## src/rtl/sec_pkg.sv

```systemverilog
// sec_pkg: shared types and limits for the countdown seconds block.
// Holds the FSM state enum, BCD digit type and saturation helper.
package sec_pkg;

   typedef logic [3:0] bcd_t;

   typedef enum logic [1:0] {
      ST_IDLE,
      ST_RUN,
      ST_PAUSE,
      ST_DONE
   } sec_down_state_t;

   localparam bcd_t SEC_H_MAX = 4'd5;
   localparam bcd_t SEC_L_MAX = 4'd9;

   function automatic bcd_t bcd_sat(bcd_t d, bcd_t max);
      return (d > max) ? max : d;
   endfunction

endpackage

```

## src/rtl/sec_down_if.sv

```systemverilog
// sec_down_if: control and display bundle of the countdown block.
// master drives load/control, slave is the counter.
interface sec_down_if;
   import sec_pkg::*;

   logic clear;
   logic start_stop;
   logic load;
   bcd_t load_h;
   bcd_t load_l;
   bcd_t sec_h;
   bcd_t sec_l;
   logic running;
   logic done;

   modport master (
      output clear, start_stop, load, load_h, load_l,
      input  sec_h, sec_l, running, done
   );

   modport slave (
      input  clear, start_stop, load, load_h, load_l,
      output sec_h, sec_l, running, done
   );

endinterface

```

## src/rtl/sec_tick_gen.sv

```systemverilog
// sec_tick_gen: prescaler producing one tick every TICK_DIV enabled
// cycles; holds its count while disabled, sync_clr returns it to 0.
module sec_tick_gen #(
   parameter int unsigned TICK_DIV = 50_000_000
) (
   input  logic clk,
   input  logic rst,
   input  logic en,
   input  logic sync_clr,
   output logic tick
);

   localparam int unsigned CW =
      (TICK_DIV > 1) ? $clog2(TICK_DIV) : 1;
   localparam logic [CW-1:0] LAST = CW'(TICK_DIV - 1);

   logic [CW-1:0] cnt_q;
   logic [CW-1:0] cnt_d;

   assign tick = en && (cnt_q == LAST);

   // next count: clear, wrap at LAST, or hold when disabled
   always_comb begin
      cnt_d = cnt_q;
      if (sync_clr) begin
         cnt_d = '0;
      end else if (en) begin
         cnt_d = (cnt_q == LAST) ? '0 : cnt_q + 1'b1;
      end
   end

   // prescaler count register
   always_ff @(posedge clk or posedge rst) begin
      if (rst) cnt_q <= '0;
      else     cnt_q <= cnt_d;
   end

endmodule

```

## src/rtl/sec_down.sv

```systemverilog
// sec_down: BCD 00-59 countdown with load/clear/start_stop control.
// Define SEC_DOWN_AUTO_RELOAD_EN to reload from the last load at 00.
module sec_down #(
   parameter int unsigned TICK_DIV = 50_000_000
) (
   input  logic       clk,
   input  logic       rst,
   sec_down_if.slave  bus
);
   import sec_pkg::*;

   sec_down_state_t state_q;
   bcd_t            sec_h_q;
   bcd_t            sec_l_q;
   logic            running_q;
   logic            done_q;

   bcd_t ld_h_d;
   bcd_t ld_l_d;
   bcd_t dec_h_d;
   bcd_t dec_l_d;
   logic last_d;
   logic tick;
   logic reload_ok;

   assign ld_h_d = bcd_sat(bus.load_h, SEC_H_MAX);
   assign ld_l_d = bcd_sat(bus.load_l, SEC_L_MAX);
   assign last_d = (sec_h_q == 4'd0) && (sec_l_q == 4'd1);

   // one-second decrement with tens borrow, pinned at 00
   always_comb begin
      dec_h_d = sec_h_q;
      dec_l_d = sec_l_q;
      if (sec_l_q != 4'd0) begin
         dec_l_d = sec_l_q - 4'd1;
      end else if (sec_h_q != 4'd0) begin
         dec_l_d = SEC_L_MAX;
         dec_h_d = sec_h_q - 4'd1;
      end
   end

   sec_tick_gen #(
      .TICK_DIV (TICK_DIV)
   ) u_tick (
      .clk      (clk),
      .rst      (rst),
      .en       (state_q == ST_RUN),
      .sync_clr (bus.clear | bus.load),
      .tick     (tick)
   );

`ifdef SEC_DOWN_AUTO_RELOAD_EN
   bcd_t rel_h_q;
   bcd_t rel_l_q;

   // reload value captured on every accepted load, kept by clear
   always_ff @(posedge clk or posedge rst) begin
      if (rst) begin
         rel_h_q <= '0;
         rel_l_q <= '0;
      end else if (!bus.clear && bus.load) begin
         rel_h_q <= ld_h_d;
         rel_l_q <= ld_l_d;
      end
   end

   assign reload_ok = (rel_h_q != '0) || (rel_l_q != '0);
`else
   assign reload_ok = 1'b0;
`endif

   // control FSM with registered digits, running and done
   always_ff @(posedge clk or posedge rst) begin
      if (rst) begin
         state_q   <= ST_IDLE;
         sec_h_q   <= '0;
         sec_l_q   <= '0;
         running_q <= 1'b0;
         done_q    <= 1'b0;
      end else if (bus.clear) begin
         state_q   <= ST_IDLE;
         sec_h_q   <= '0;
         sec_l_q   <= '0;
         running_q <= 1'b0;
         done_q    <= 1'b0;
      end else if (bus.load) begin
         state_q   <= ST_IDLE;
         sec_h_q   <= ld_h_d;
         sec_l_q   <= ld_l_d;
         running_q <= 1'b0;
         done_q    <= 1'b0;
      end else begin
         done_q <= (state_q == ST_DONE);
         unique case (state_q)
            ST_IDLE: begin
               if (bus.start_stop &&
                   (sec_h_q != '0 || sec_l_q != '0)) begin
                  state_q   <= ST_RUN;
                  running_q <= 1'b1;
               end
            end
            ST_RUN: begin
               if (bus.start_stop) begin
                  state_q   <= ST_PAUSE;
                  running_q <= 1'b0;
               end
               if (tick) begin
                  sec_h_q <= dec_h_d;
                  sec_l_q <= dec_l_d;
                  if (last_d) begin
                     done_q <= 1'b1;
                     if (!reload_ok) begin
                        state_q   <= ST_DONE;
                        running_q <= 1'b0;
                     end
`ifdef SEC_DOWN_AUTO_RELOAD_EN
                     else begin
                        sec_h_q <= rel_h_q;
                        sec_l_q <= rel_l_q;
                     end
`endif
                  end
               end
            end
            ST_PAUSE: begin
               if (bus.start_stop) begin
                  state_q   <= ST_RUN;
                  running_q <= 1'b1;
               end
            end
            ST_DONE: begin
               state_q <= ST_DONE;
            end
            default: state_q <= ST_IDLE;
         endcase
      end
   end

   assign bus.sec_h   = sec_h_q;
   assign bus.sec_l   = sec_l_q;
   assign bus.running = running_q;
   assign bus.done    = done_q;

endmodule
```

## src/flat_wrapper.sv

```systemverilog
// flat-port wrapper written by rule: the top's interface ports become plain ports
module sec_down_flat import sec_pkg::*;
#(
   parameter int unsigned TICK_DIV = 50_000_000
)
  (clk, rst, bus_clear, bus_start_stop, bus_load, bus_load_h, bus_load_l, bus_sec_h, bus_sec_l, bus_running, bus_done);
  sec_down_if bus_i ();
  input  logic clk;
  input  logic rst;
  input wire logic [$bits(bus_i.clear)-1:0] bus_clear;
  input wire logic [$bits(bus_i.start_stop)-1:0] bus_start_stop;
  input wire logic [$bits(bus_i.load)-1:0] bus_load;
  input wire logic [$bits(bus_i.load_h)-1:0] bus_load_h;
  input wire logic [$bits(bus_i.load_l)-1:0] bus_load_l;
  output wire logic [$bits(bus_i.sec_h)-1:0] bus_sec_h;
  output wire logic [$bits(bus_i.sec_l)-1:0] bus_sec_l;
  output wire logic [$bits(bus_i.running)-1:0] bus_running;
  output wire logic [$bits(bus_i.done)-1:0] bus_done;
  assign bus_i.clear = bus_clear;
  assign bus_i.start_stop = bus_start_stop;
  assign bus_i.load = bus_load;
  assign bus_i.load_h = bus_load_h;
  assign bus_i.load_l = bus_load_l;
  assign bus_sec_h = bus_i.sec_h;
  assign bus_sec_l = bus_i.sec_l;
  assign bus_running = bus_i.running;
  assign bus_done = bus_i.done;
  sec_down #(.TICK_DIV(TICK_DIV)) u_core (.clk(clk), .rst(rst), .bus(bus_i));
endmodule
```

## config.mk

```make
export PLATFORM = sky130hd
export DESIGN_NAME = sec_down_flat
export DESIGN_NICKNAME = d
export VERILOG_FILES = /design/src/rtl/sec_pkg.sv /design/src/rtl/sec_down_if.sv /design/src/rtl/sec_tick_gen.sv /design/src/rtl/sec_down.sv /design/src/flat_wrapper.sv
export SDC_FILE = /design/constraint.sdc
export NUM_CORES = 1
export LEC_CHECK = 0
export CAP_MARGIN = 5
export CORE_ASPECT_RATIO = 0.5
export CORE_MARGIN = 3
export CORE_UTILIZATION = 45
export DETAILED_ROUTE_END_ITERATION = 6
export GPL_ROUTABILITY_DRIVEN = 0
export PLACE_DENSITY = 0.74
export SYNTH_ARGS = -nofsm -noshare
export SYNTH_HDL_FRONTEND = slang
export SYNTH_SLANG_ARGS = --single-unit
```

## constraint.sdc

```tcl
create_clock -name clk -period 2.6 [get_ports clk]
set_input_delay 0.52 -clock clk [delete_from_list [all_inputs] [get_ports clk]]
set_output_delay 0.52 -clock clk [all_outputs]
set_load 0.03 [all_outputs]
```

==> qor.yml <==
logic_synthesis:
  synth_edf_count: 0
  syn_avg_cell_area_um2: 8.944
  ys_warn_count: 0
  yosysTopAreaCellShare: 0.4153
  async_flop_share: 1.000
  synth.area.top_cells: "dfrtp_1 (42%), nand2_1 (4.6%), nor2_1 (4.4%)"
  ys.flop_type: "dfrtp_1"
  synth_nets: 274
  synth-seq-cells: 38
  yosys.area.top_type: "dfrtp_1"
  synthCells: 256
  synth_area_um2: 2290
  synth_seq_area_share: 0.4153
  synth.distinct_cells: 51
setup_path:
  cp_top_family: "simple AND/OR/NAND/NOR gates"
  crit_cells: 5
  max_stage_delay_ns: 0.56
  r2r-start: "u_core.u_tick.cnt_q[9]$_DFFE_PP0N_"
  critPathMaxFanout: 10
  cp.buffers_inverters: 0
  cp.required_ns: 2.80
  r2r-end: "u_core.bus.sec_l[3]$_DFFE_PP0P_"
  cp-end-kind: "register"
  crit_end: "u_core.bus.sec_l[3]$_DFFE_PP0P_"
  crit_start: "u_core.u_tick.cnt_q[9]$_DFFE_PP0N_"
  r2r_slack_ns: 0.21
  r2r_cells: 5
  startpoint_type: "register"
  crit_chain: "or4_4, nor4_4, nand2_2, or3_1, a311oi_1"
  arrival_ns: 2.59
  cp_slowest_cell: "or4_4"
  path_class: "reg2reg"
floorplanning:
  die_area_um2: 6032
  core_area_um2: 4637
  start_util: 0.4938
  rows: 17
  die_h_um: 56.44
  io_pins: 23
  fp.dieW_um: 106.9
grt:
  antenna_found_initial: 0
  grt_pass1_wl_um: 10010
  grt_max_degree: 39
  grt.total_usage: 0.2048
  grt_pass1_vias: 2004
  globalRouteOverflowTotal: 0
sta:
  slew_viol_final: 0
  min_period_over_period: 0.9185
  max_freq_mhz: 418.8
  final-setup-viol-count: 0
  skew_ns: 0.01269
  rsz0062_at_grt: "false"
  setup_tns_ns: 0
  tightest_slew_ns: 0.6373
  fin_ws_ns: 0.2120
  slew-limit-headroom: 0.5712
  period_needed_ns: 2.388
  hold_violations: 0
finish:
  multi_input_area_um2: 1285
  finalNetCount: 308
  final_common_cell: "dfrtp_1"
  fillers: 410
  ff_latch_area_um2: 950.9
  layout_common_cells: "dfrtp_1 (38), nand2_1 (28), nor2_1 (27), clkdlybuf4s50_1 (22), a21oi_1 (17)"
  drive_above_1_share: 0.1031
  area_growth_pct: 20.60
  antennaDiodeCount: 0
flow_run:
  drv_cap: 0
power_and_ir_drop:
  powerDensity_nw_per_um2: 456.7
  vdd.ir_drop.worst_uv: 215.4
  p_leak_nw: 1.079
clock_network:
  postCtsSetupRepairBufs: 0
  cts.sinks: 38
  clk_pin_slew_worst_paths_ns: 0.08
  clk_latency_ns: 0.29
  postCtsHoldBufs: 0
  cts_tree: "built"
  max-clock-path-buffers: 2
  cts_buffers: 5
  cts_resized: 0
  htree_levels: 2
  cts-root-buf: "clkbuf_8"
worst_hold_path:
  holdCritPathClass: "reg2reg"
  min_path_cells: 2
detailed_routing:
  wirelength_um: 5826
  drc: 0
  vias: 2170
  drt_iter0_drc: 186
  wire_per_inst_um: 16.32
  drtPass1Iterations: 5
  drtAntennaViolNets: 0
  viasPerCell: 6.078
outcome:
  status: "complete, no violations"
place:
  port_buffers: 22
  dpl.hpwl_um: 4172
  place_ws_ns: 0.2456
-- sequential cells by signal, summed over array words and instances (netlist names) --
signal / cells
u_core.bus.done: 1
u_core.bus.running: 1
u_core.bus.sec_h: 4
u_core.bus.sec_l: 4
u_core.state_q: 2
u_core.u_tick.cnt_q: 26
-- tightest hold or removal path, stage by stage (launching register included) --
cell,delay [ns]
dfrtp_1,0.36
xor2_1,0.07
nor2_1,0.08
-- cells by family (layout without fill, tap and decap cells) --
kind of cell / Yosys count / after routing / share of synthesized area
flops: 38 / 38 / 0.4153
buf+inv: 14 / 49 / 0.02350
simple gates: 126 / 126 / 0.3006
compound gates: 55 / 55 / 0.1629
mux: 3 / 3 / 0.01312
xor+xnor: 15 / 15 / 0.05737
fa+ha+maj: 5 / 5 / 0.02732
-- how the worst min path moves through the flow --
stage                                                to                                 from
global route             u_core.bus.running$_DFFE_PP0P_       u_core.bus.running$_DFFE_PP0P_
detailed placement  u_core.u_tick.cnt_q[25]$_DFFE_PP0N_  u_core.u_tick.cnt_q[25]$_DFFE_PP0N_
finish              u_core.u_tick.cnt_q[25]$_DFFE_PP0N_  u_core.u_tick.cnt_q[25]$_DFFE_PP0N_
CTS                 u_core.u_tick.cnt_q[25]$_DFFE_PP0N_  u_core.u_tick.cnt_q[25]$_DFFE_PP0N_
global placement    u_core.u_tick.cnt_q[25]$_DFFE_PP0N_  u_core.u_tick.cnt_q[25]$_DFFE_PP0N_
floorplan           u_core.u_tick.cnt_q[25]$_DFFE_PP0N_  u_core.u_tick.cnt_q[25]$_DFFE_PP0N_
-- report_power, final --
group	switching, W	leakage, nW	total (W)	internal [W]
clock network	0.000209	0.0524	0.000496	0.000287
registers	0.0000127	0.525	0.000612	0.000599
logic	0.0000897	0.502	0.000154	0.0000639
total	0.000311	1.08	0.00126	0.000950
-- through the flow --
stage / instance area [um2] / util / hold slack (ns) / total power [W] / instances
6_report: 2761 / 0.5955 / 0.5519 / 0.001261 / 357
2_1_floorplan: 2290 / - / 0.5049 / 0.0007065 / 256
4_1_cts: 2761 / 0.5955 / 0.5578 / 0.001263 / 357
3_5_place_dp: 2655 / 0.5726 / 0.5403 / 0.0007759 / 349
3_3_place_gp: 2655 / 0.5726 / 0.5279 / 0.0007731 / 349
5_1_grt: 2761 / 0.5955 / 0.6076 / 0.001316 / 357
-- Yosys cell counts (2+ instances only) --
library cell   n
dfrtp_1       38
nand2b_1       3
nand2_1       28
and2_1         2
a32o_1         2
xor2_1        11
a31oi_1        7
nor4_1         3
nor3b_1        5
clkbuf_1       6
and3_1         7
o21ai_0        9
nor3_1        10
a21oi_1       17
a2111oi_0      2
mux2i_1        3
nand4b_1       2
ha_1           5
xnor2_1        4
nor4_4         2
o2bb2ai_1      3
inv_1          7
nand3_1       14
nor2b_1        4
or4_1          2
nor2_1        27
nand4_1        7
a311oi_1       2
or2_2          2
-- metal layers --
metal	vias to the layer above	wire length, um	global-route usage
li1	1013	-	-
met2	102	2647	0.3211
met5	-	0	0
met3	8	464	0.03674
met1	1047	2649	0.2923
met4	0	64	0.05464
-- cell type report --
type / instances / share of cell area
inverter: 7 / 0.009515
clock buffer: 7 / 0.02764
tap: 66 / 0.02990
multi-input combinational: 204 / 0.4653
sequential: 38 / 0.3444
timing repair buffer: 34 / 0.1124
clock inverter: 1 / 0.01087
No activity file was read; power rests on OpenSTA's default activity.
